<file path="src/rtl/event_readout.sv">
// event_readout: timestamps committed trigger events into a FIFO and serves
// them to the MCU through an oversampled mode-0 SPI slave.
`default_nettype none

module event_readout #(
  parameter int DEPTH = 16,
  parameter int TS_W  = 24
) (
  input  logic              pll_clk,
  input  logic              reset,
  input  logic              commit_valid,
  input  logic [23:0]       commit_data,
  input  logic              spi_clk,
  input  logic              spi_cs,
  output logic              spi_so,
  output logic              irq_n,
  output logic              overflow,
  output logic [5:0]        fifo_count
);

  localparam int AW    = $clog2(DEPTH);
  localparam int PW    = AW + 1;
  localparam int REC_W = TS_W + 24;
  localparam int SR_W  = REC_W + 7;

  typedef enum logic [1:0] {
    ST_IDLE  = 2'd0,
    ST_SHIFT = 2'd1,
    ST_DONE  = 2'd2
  } state_t;

  logic [TS_W-1:0]  r_ts;
  logic [REC_W-1:0] r_mem [DEPTH];
  logic [PW-1:0]    r_wr_ptr;
  logic [PW-1:0]    r_rd_ptr;
  logic             r_overflow;
  logic [2:0]       r_sck_sync;
  logic [2:0]       r_cs_sync;
  state_t           r_state;
  state_t           w_state_nxt;
  logic [SR_W-1:0]  r_shreg;
  logic [5:0]       r_bit_cnt;
  logic             r_snap_empty;
  logic             r_so;

  logic [PW-1:0]    w_count;
  logic             w_full;
  logic             w_empty;
  logic             w_sck_fall;
  logic             w_cs_fall;
  logic             w_cs_rise;
  logic             w_cs_high;
  logic             w_load;
  logic             w_shift;
  logic             w_frame_end;
  logic             w_pop;
  logic             w_push;
  logic             w_drop;
  logic [7:0]       w_header;
  logic [REC_W-1:0] w_head_rec;

  assign w_count    = r_wr_ptr - r_rd_ptr;
  assign w_full     = (w_count == PW'(DEPTH));
  assign w_empty    = (w_count == '0);
  assign fifo_count = 6'(w_count);
  assign irq_n      = w_empty;
  assign overflow   = r_overflow;
  assign spi_so     = r_so;

  assign w_sck_fall = r_sck_sync[2] & ~r_sck_sync[1];
  assign w_cs_fall  = r_cs_sync[2] & ~r_cs_sync[1];
  assign w_cs_rise  = ~r_cs_sync[2] & r_cs_sync[1];
  assign w_cs_high  = r_cs_sync[1];

  assign w_header   = {w_empty, r_overflow, fifo_count};
  assign w_head_rec = w_empty ? '0 : r_mem[r_rd_ptr[AW-1:0]];

  assign w_pop  = w_frame_end & ~r_snap_empty;
  assign w_push = commit_valid & (~w_full | w_pop);
  assign w_drop = commit_valid & ~w_push;

  always_ff @(posedge pll_clk or negedge reset) begin
    if (!reset) begin
      r_ts <= '0;
    end else begin
      r_ts <= r_ts + 1'b1;
    end
  end

  // Synchronizers clear low so a CS already low at reset release is not seen as a fall.
  always_ff @(posedge pll_clk or negedge reset) begin
    if (!reset) begin
      r_sck_sync <= '0;
      r_cs_sync  <= '0;
    end else begin
      r_sck_sync <= {r_sck_sync[1:0], spi_clk};
      r_cs_sync  <= {r_cs_sync[1:0], spi_cs};
    end
  end

  always_ff @(posedge pll_clk) begin
    if (w_push) begin
      r_mem[r_wr_ptr[AW-1:0]] <= {r_ts, commit_data};
    end
  end

  always_ff @(posedge pll_clk or negedge reset) begin
    if (!reset) begin
      r_wr_ptr   <= '0;
      r_rd_ptr   <= '0;
      r_overflow <= 1'b0;
    end else begin
      if (w_push) r_wr_ptr <= r_wr_ptr + 1'b1;
      if (w_pop)  r_rd_ptr <= r_rd_ptr + 1'b1;
      if (w_drop) begin
        r_overflow <= 1'b1;
      end else if (w_frame_end) begin
        r_overflow <= 1'b0;
      end
    end
  end

  always_ff @(posedge pll_clk or negedge reset) begin
    if (!reset) begin
      r_state <= ST_IDLE;
    end else begin
      r_state <= w_state_nxt;
    end
  end

  always_comb begin
    w_state_nxt = r_state;
    w_load      = 1'b0;
    w_shift     = 1'b0;
    w_frame_end = 1'b0;
    case (r_state)
      ST_IDLE: begin
        if (w_cs_fall) begin
          w_load      = 1'b1;
          w_state_nxt = ST_SHIFT;
        end
      end
      ST_SHIFT: begin
        if (w_cs_rise) begin
          w_state_nxt = ST_IDLE;
        end else if (w_sck_fall) begin
          w_shift = 1'b1;
          if (r_bit_cnt == 6'd55) w_state_nxt = ST_DONE;
        end
      end
      ST_DONE: begin
        if (w_cs_rise) begin
          w_frame_end = 1'b1;
          w_state_nxt = ST_IDLE;
        end
      end
      default: w_state_nxt = ST_IDLE;
    endcase
  end

  // The header MSB goes straight to r_so, so the shift register holds only the remaining 55 bits.
  always_ff @(posedge pll_clk or negedge reset) begin
    if (!reset) begin
      r_shreg      <= '0;
      r_bit_cnt    <= '0;
      r_snap_empty <= 1'b1;
      r_so         <= 1'b0;
    end else begin
      if (w_load) begin
        r_shreg      <= {w_header[6:0], w_head_rec};
        r_bit_cnt    <= '0;
        r_snap_empty <= w_empty;
      end else if (w_shift) begin
        r_shreg   <= r_shreg << 1;
        r_bit_cnt <= r_bit_cnt + 6'd1;
      end

      if (w_cs_high) begin
        r_so <= 1'b0;
      end else if (w_load) begin
        r_so <= w_header[7];
      end else if (w_shift) begin
        r_so <= (r_bit_cnt == 6'd55) ? 1'b0 : r_shreg[SR_W-1];
      end else if (r_state != ST_SHIFT) begin
        r_so <= 1'b0;
      end
    end
  end

endmodule

`default_nettype wire

</file>
<file path="config.mk">
export PLATFORM = sky130hd
export DESIGN_NAME = event_readout
export DESIGN_NICKNAME = d
export VERILOG_FILES = /design/src/rtl/event_readout.sv
export SDC_FILE = /design/constraint.sdc
export NUM_CORES = 1
export LEC_CHECK = 0
export BUFFER_PORTS_ARGS = -buffer_cell sky130_fd_sc_hd__buf_2
export CAP_MARGIN = 30
export CELL_PAD_IN_SITES_DETAIL_PLACEMENT = 0
export CELL_PAD_IN_SITES_GLOBAL_PLACEMENT = 1
export CORE_ASPECT_RATIO = 0.9
export CORE_MARGIN = 4
export CORE_UTILIZATION = 30
export CTS_CLUSTER_DIAMETER = 30
export CTS_CLUSTER_SIZE = 12
export DETAILED_ROUTE_END_ITERATION = 8
export MAX_ROUTING_LAYER = met4
export PLACE_DENSITY_LB_ADDON = 0.2
export SLEW_MARGIN = 25
export SYNTH_ARGS = -nofsm -noshare
export SYNTH_HDL_FRONTEND = slang
export SYNTH_SLANG_ARGS = --single-unit
</file>
<file path="constraint.sdc">
create_clock -name pll_clk -period 8.8 [get_ports pll_clk]
set_input_delay 1.32 -clock pll_clk [delete_from_list [all_inputs] [get_ports pll_clk]]
set_output_delay 1.32 -clock pll_clk [all_outputs]
set_load 0.02 [all_outputs]
</file>
==> reports/results.tsv <==
metric	value	unit
p_sw_share	23.6	%
switching_power	3.07	mW
cp_max_fo	31	
row_count	116	
wirelength	82.5	mm
rsz0062_at_grt	no	
root_buffer	clkbuf_16	
clock_skew	31.2	ps
antenna_found_initial	2	
p_per_area	309	mW/mm²
die_x	362	µm
slowest_stage	dfrtp_4	
fin_crit_sh	59.8	%
critPathKind	reg2out	
die_area	0.118	mm²
endpoint_kind	primary output	
required	7480	ps
path_common_cell	inv_1	
ys_seq_area_share	76.2	%
worst_ir_drop_vdd	0.000137	V
clk_pin_slew_worst_paths	40	ps
final_hold_viol_count	0	
grt_max_degree	90	
tns	0	ps
power_frac_clock	52.4	%
cts-resized-gates	0	
r2r-start	r_rd_ptr[0]$_DFFE_PN0P_	
cts_setup_buffers	0	
cts.path.max_buffers	3	
die_height	326	µm
yosys_warnings	0	
fmax	190	MHz
ys.flop_type	edfxtp_1	
cp-endpoint	irq_n	
max_slew_margin	39.4	%
wl_per_cell	23.7	µm
coreArea	0.111	mm²
ctsHoldBuffers	0	
whs_path_depth	0	
fin_crit	5260	ps
syn_area_per_cell	20.0	µm²
cell_internal_pwr	9.92	mW
synth_cell_types	61	
grt_pass1_wl	123	mm
htree_levels	4	
setup.worst_path.start	r_rd_ptr[0]$_DFFE_PN0P_	
yosysTopAreaCell	edfxtp_1	
vias	16900	
status	finished, final reports clean	
cpPeakStageDelay	840	ps
grt_pass1_vias	18300	
tightestPinTransition	908	ps
ff2ff_path_depth	9	
worstSkewPairLatency	750	ps
synth_commonest_cells	edfxtp_1 (768), mux4_2 (192), dfrtp_1 (105)	
via_per_inst	4.87	
path_cells	ha_1 -> inv_1 -> fa_1 -> nand3b_1 -> a211oi_2 -> o22ai_4 -> buf_4 -> inv_1 -> buf_2	
grt-ovfl-total	0	
final_layout_size_suffix_gt1_share	30.9	%
place_hpwl	44.3	mm
cts_tree	done	
arrival	3940	ps
port_buffers	36	
p_leak	13.6	nW
synth_top_cell_area_share	68.3	%
hold_path.class	reg2reg	
layout.nets	1894	
async_reset_ff_share	12.1	%
start_kind	register	
rrSetupSlack	4410	ps
postSynthCellCount	1691	
cts.sinks	874	
initial_core_util	30.3	%
synth-edff-count	768	
gp_congestion	0.732	
areaGrowthSynthToFinish	24.4	%
yosys.cell_count.top_type	edfxtp_1	
syn_area	0.0337	mm²
reg2reg_to	r_mem[11][14]$_DFFE_PP_	
setup_viol	0	
drtIter0Drc	1232	
drc	0	
firstDrtPassIters	5	
finalMaxSlewViolations	0	
drv_cap	0	
cts_buffers	177	
seqPwrFrac	40.2	%
io_pins	38	
final_util	37.7	%
gr-usage-all-layers	14.5	%
drt.antenna.violating_nets	0	
antenna_cells	0	
synth_area_leaders	edfxtp_1 (68%), mux4_2 (13%), dfrtp_1 (7.8%)	
synth_seq_cells	874	
syn-num-nets	1732	
comb_power_share	7.4	%
[registers in the layout, summed over array words and instances, names as in the netlist, 2 cells and up]
register,cells
r_bit_cnt,6
r_cs_sync,3
r_mem,768
r_rd_ptr,5
r_sck_sync,3
r_shreg,55
r_state,2
r_ts,24
r_wr_ptr,5
[per-stage QoR]
step                total power [mW]  std cells  cell area, µm²  setup WS (ps)  hold WS [ps]
floorplan                       5.85       1691           33700           1200           331
global placement                6.24       3146           35700           4230           337
detailed placement              6.27       3147           35700           4250           338
CTS                             13.1       3481           41900           3430           351
global route                    13.5       3483           42000           3290           353
finish                          13.0       3483           42000           3540           349
[power groups by stage]
stage	sequential, mW	clock, mW	combinational (mW)
2_1_floorplan	5.24	0	0.614
4_1_cts	5.22	6.94	0.986
6_report	5.22	6.81	0.959
3_5_place_dp	5.29	0	0.984
3_3_place_gp	5.27	0	0.966
5_1_grt	5.25	7.17	1.06
[cell type report]
type                    count  area [µm²]
well taps                1475        1850
clock inverters           130        1590
fillers                 10200       69500
repair buffers             81         581
flip-flops and latches    874       25700
multi-input cells         703        7520
inverters                  16        60.1
clock buffers             204        4640
[logic make-up (layout without fill, tap and decap cells)]
group | Yosys count | in the layout | share of synthesized area (%)
muxes | 194 | 194 | 12.9
and+or+nand+nor | 273 | 273 | 3.86
adders and majority gates | 12 | 12 | 0.467
xor gates and xnor gates | 38 | 38 | 1.01
DFF | 874 | 874 | 76.2
AOI/OAI and AO/OA | 185 | 185 | 3.72
buffers and inverters | 114 | 431 | 1.84
other | 1 | 1 | 0.0111
[routing by layer]
layer	routed length, µm	GRT usage, %
met5	0	-
met1	37600	19.2
met4	1550	4.45
met3	3580	2.76
met2	39700	22.7
[worst min-delay path by stage]
stage / startpoint / to / slack (ps)
6_report: r_sck_sync[0]$_DFF_PN0_ / r_sck_sync[1]$_DFF_PN0_ / 350
3_3_place_gp: r_sck_sync[0]$_DFF_PN0_ / r_sck_sync[1]$_DFF_PN0_ / 340
3_5_place_dp: r_cs_sync[0]$_DFF_PN0_ / r_cs_sync[1]$_DFF_PN0_ / 340
4_1_cts: r_sck_sync[0]$_DFF_PN0_ / r_sck_sync[1]$_DFF_PN0_ / 350
5_1_grt: r_sck_sync[0]$_DFF_PN0_ / r_sck_sync[1]$_DFF_PN0_ / 350
2_1_floorplan: r_cs_sync[0]$_DFF_PN0_ / r_cs_sync[1]$_DFF_PN0_ / 330
[critical path: cells and delay by family (launching register included)]
family	cells	cell delay, ps
and+or+nand+nor	1	210
AOI/OAI and AO/OA	2	490
DFF	1	840
buffers and inverters	4	810
adders and majority gates	2	800
[layout by cell type (no fill, tap or decap), types with 9 or more instances in the layout]
| master | instances |
|---|---|
| a31oi_1 | 42 |
| clkbuf_16 | 178 |
| ha_1 | 11 |
| xor2_1 | 16 |
| buf_2 | 35 |
| clkinv_2 | 33 |
| o22ai_1 | 96 |
| xnor2_1 | 21 |
| clkinvlp_4 | 25 |
| dfrtp_1 | 102 |
| mux4_2 | 192 |
| clkbuf_1 | 17 |
| nor2_1 | 95 |
| clkinv_1 | 19 |
| nor3_2 | 10 |
| buf_4 | 41 |
| nand2_1 | 69 |
| bufinv_16 | 27 |
| edfxtp_1 | 768 |
| nand3_2 | 10 |
| inv_1 | 16 |
| clkbuf_8 | 9 |
| nand4_1 | 9 |
| clkinv_4 | 9 |
| nand3_1 | 39 |
Note: power is estimated with default switching activity, not from simulation.
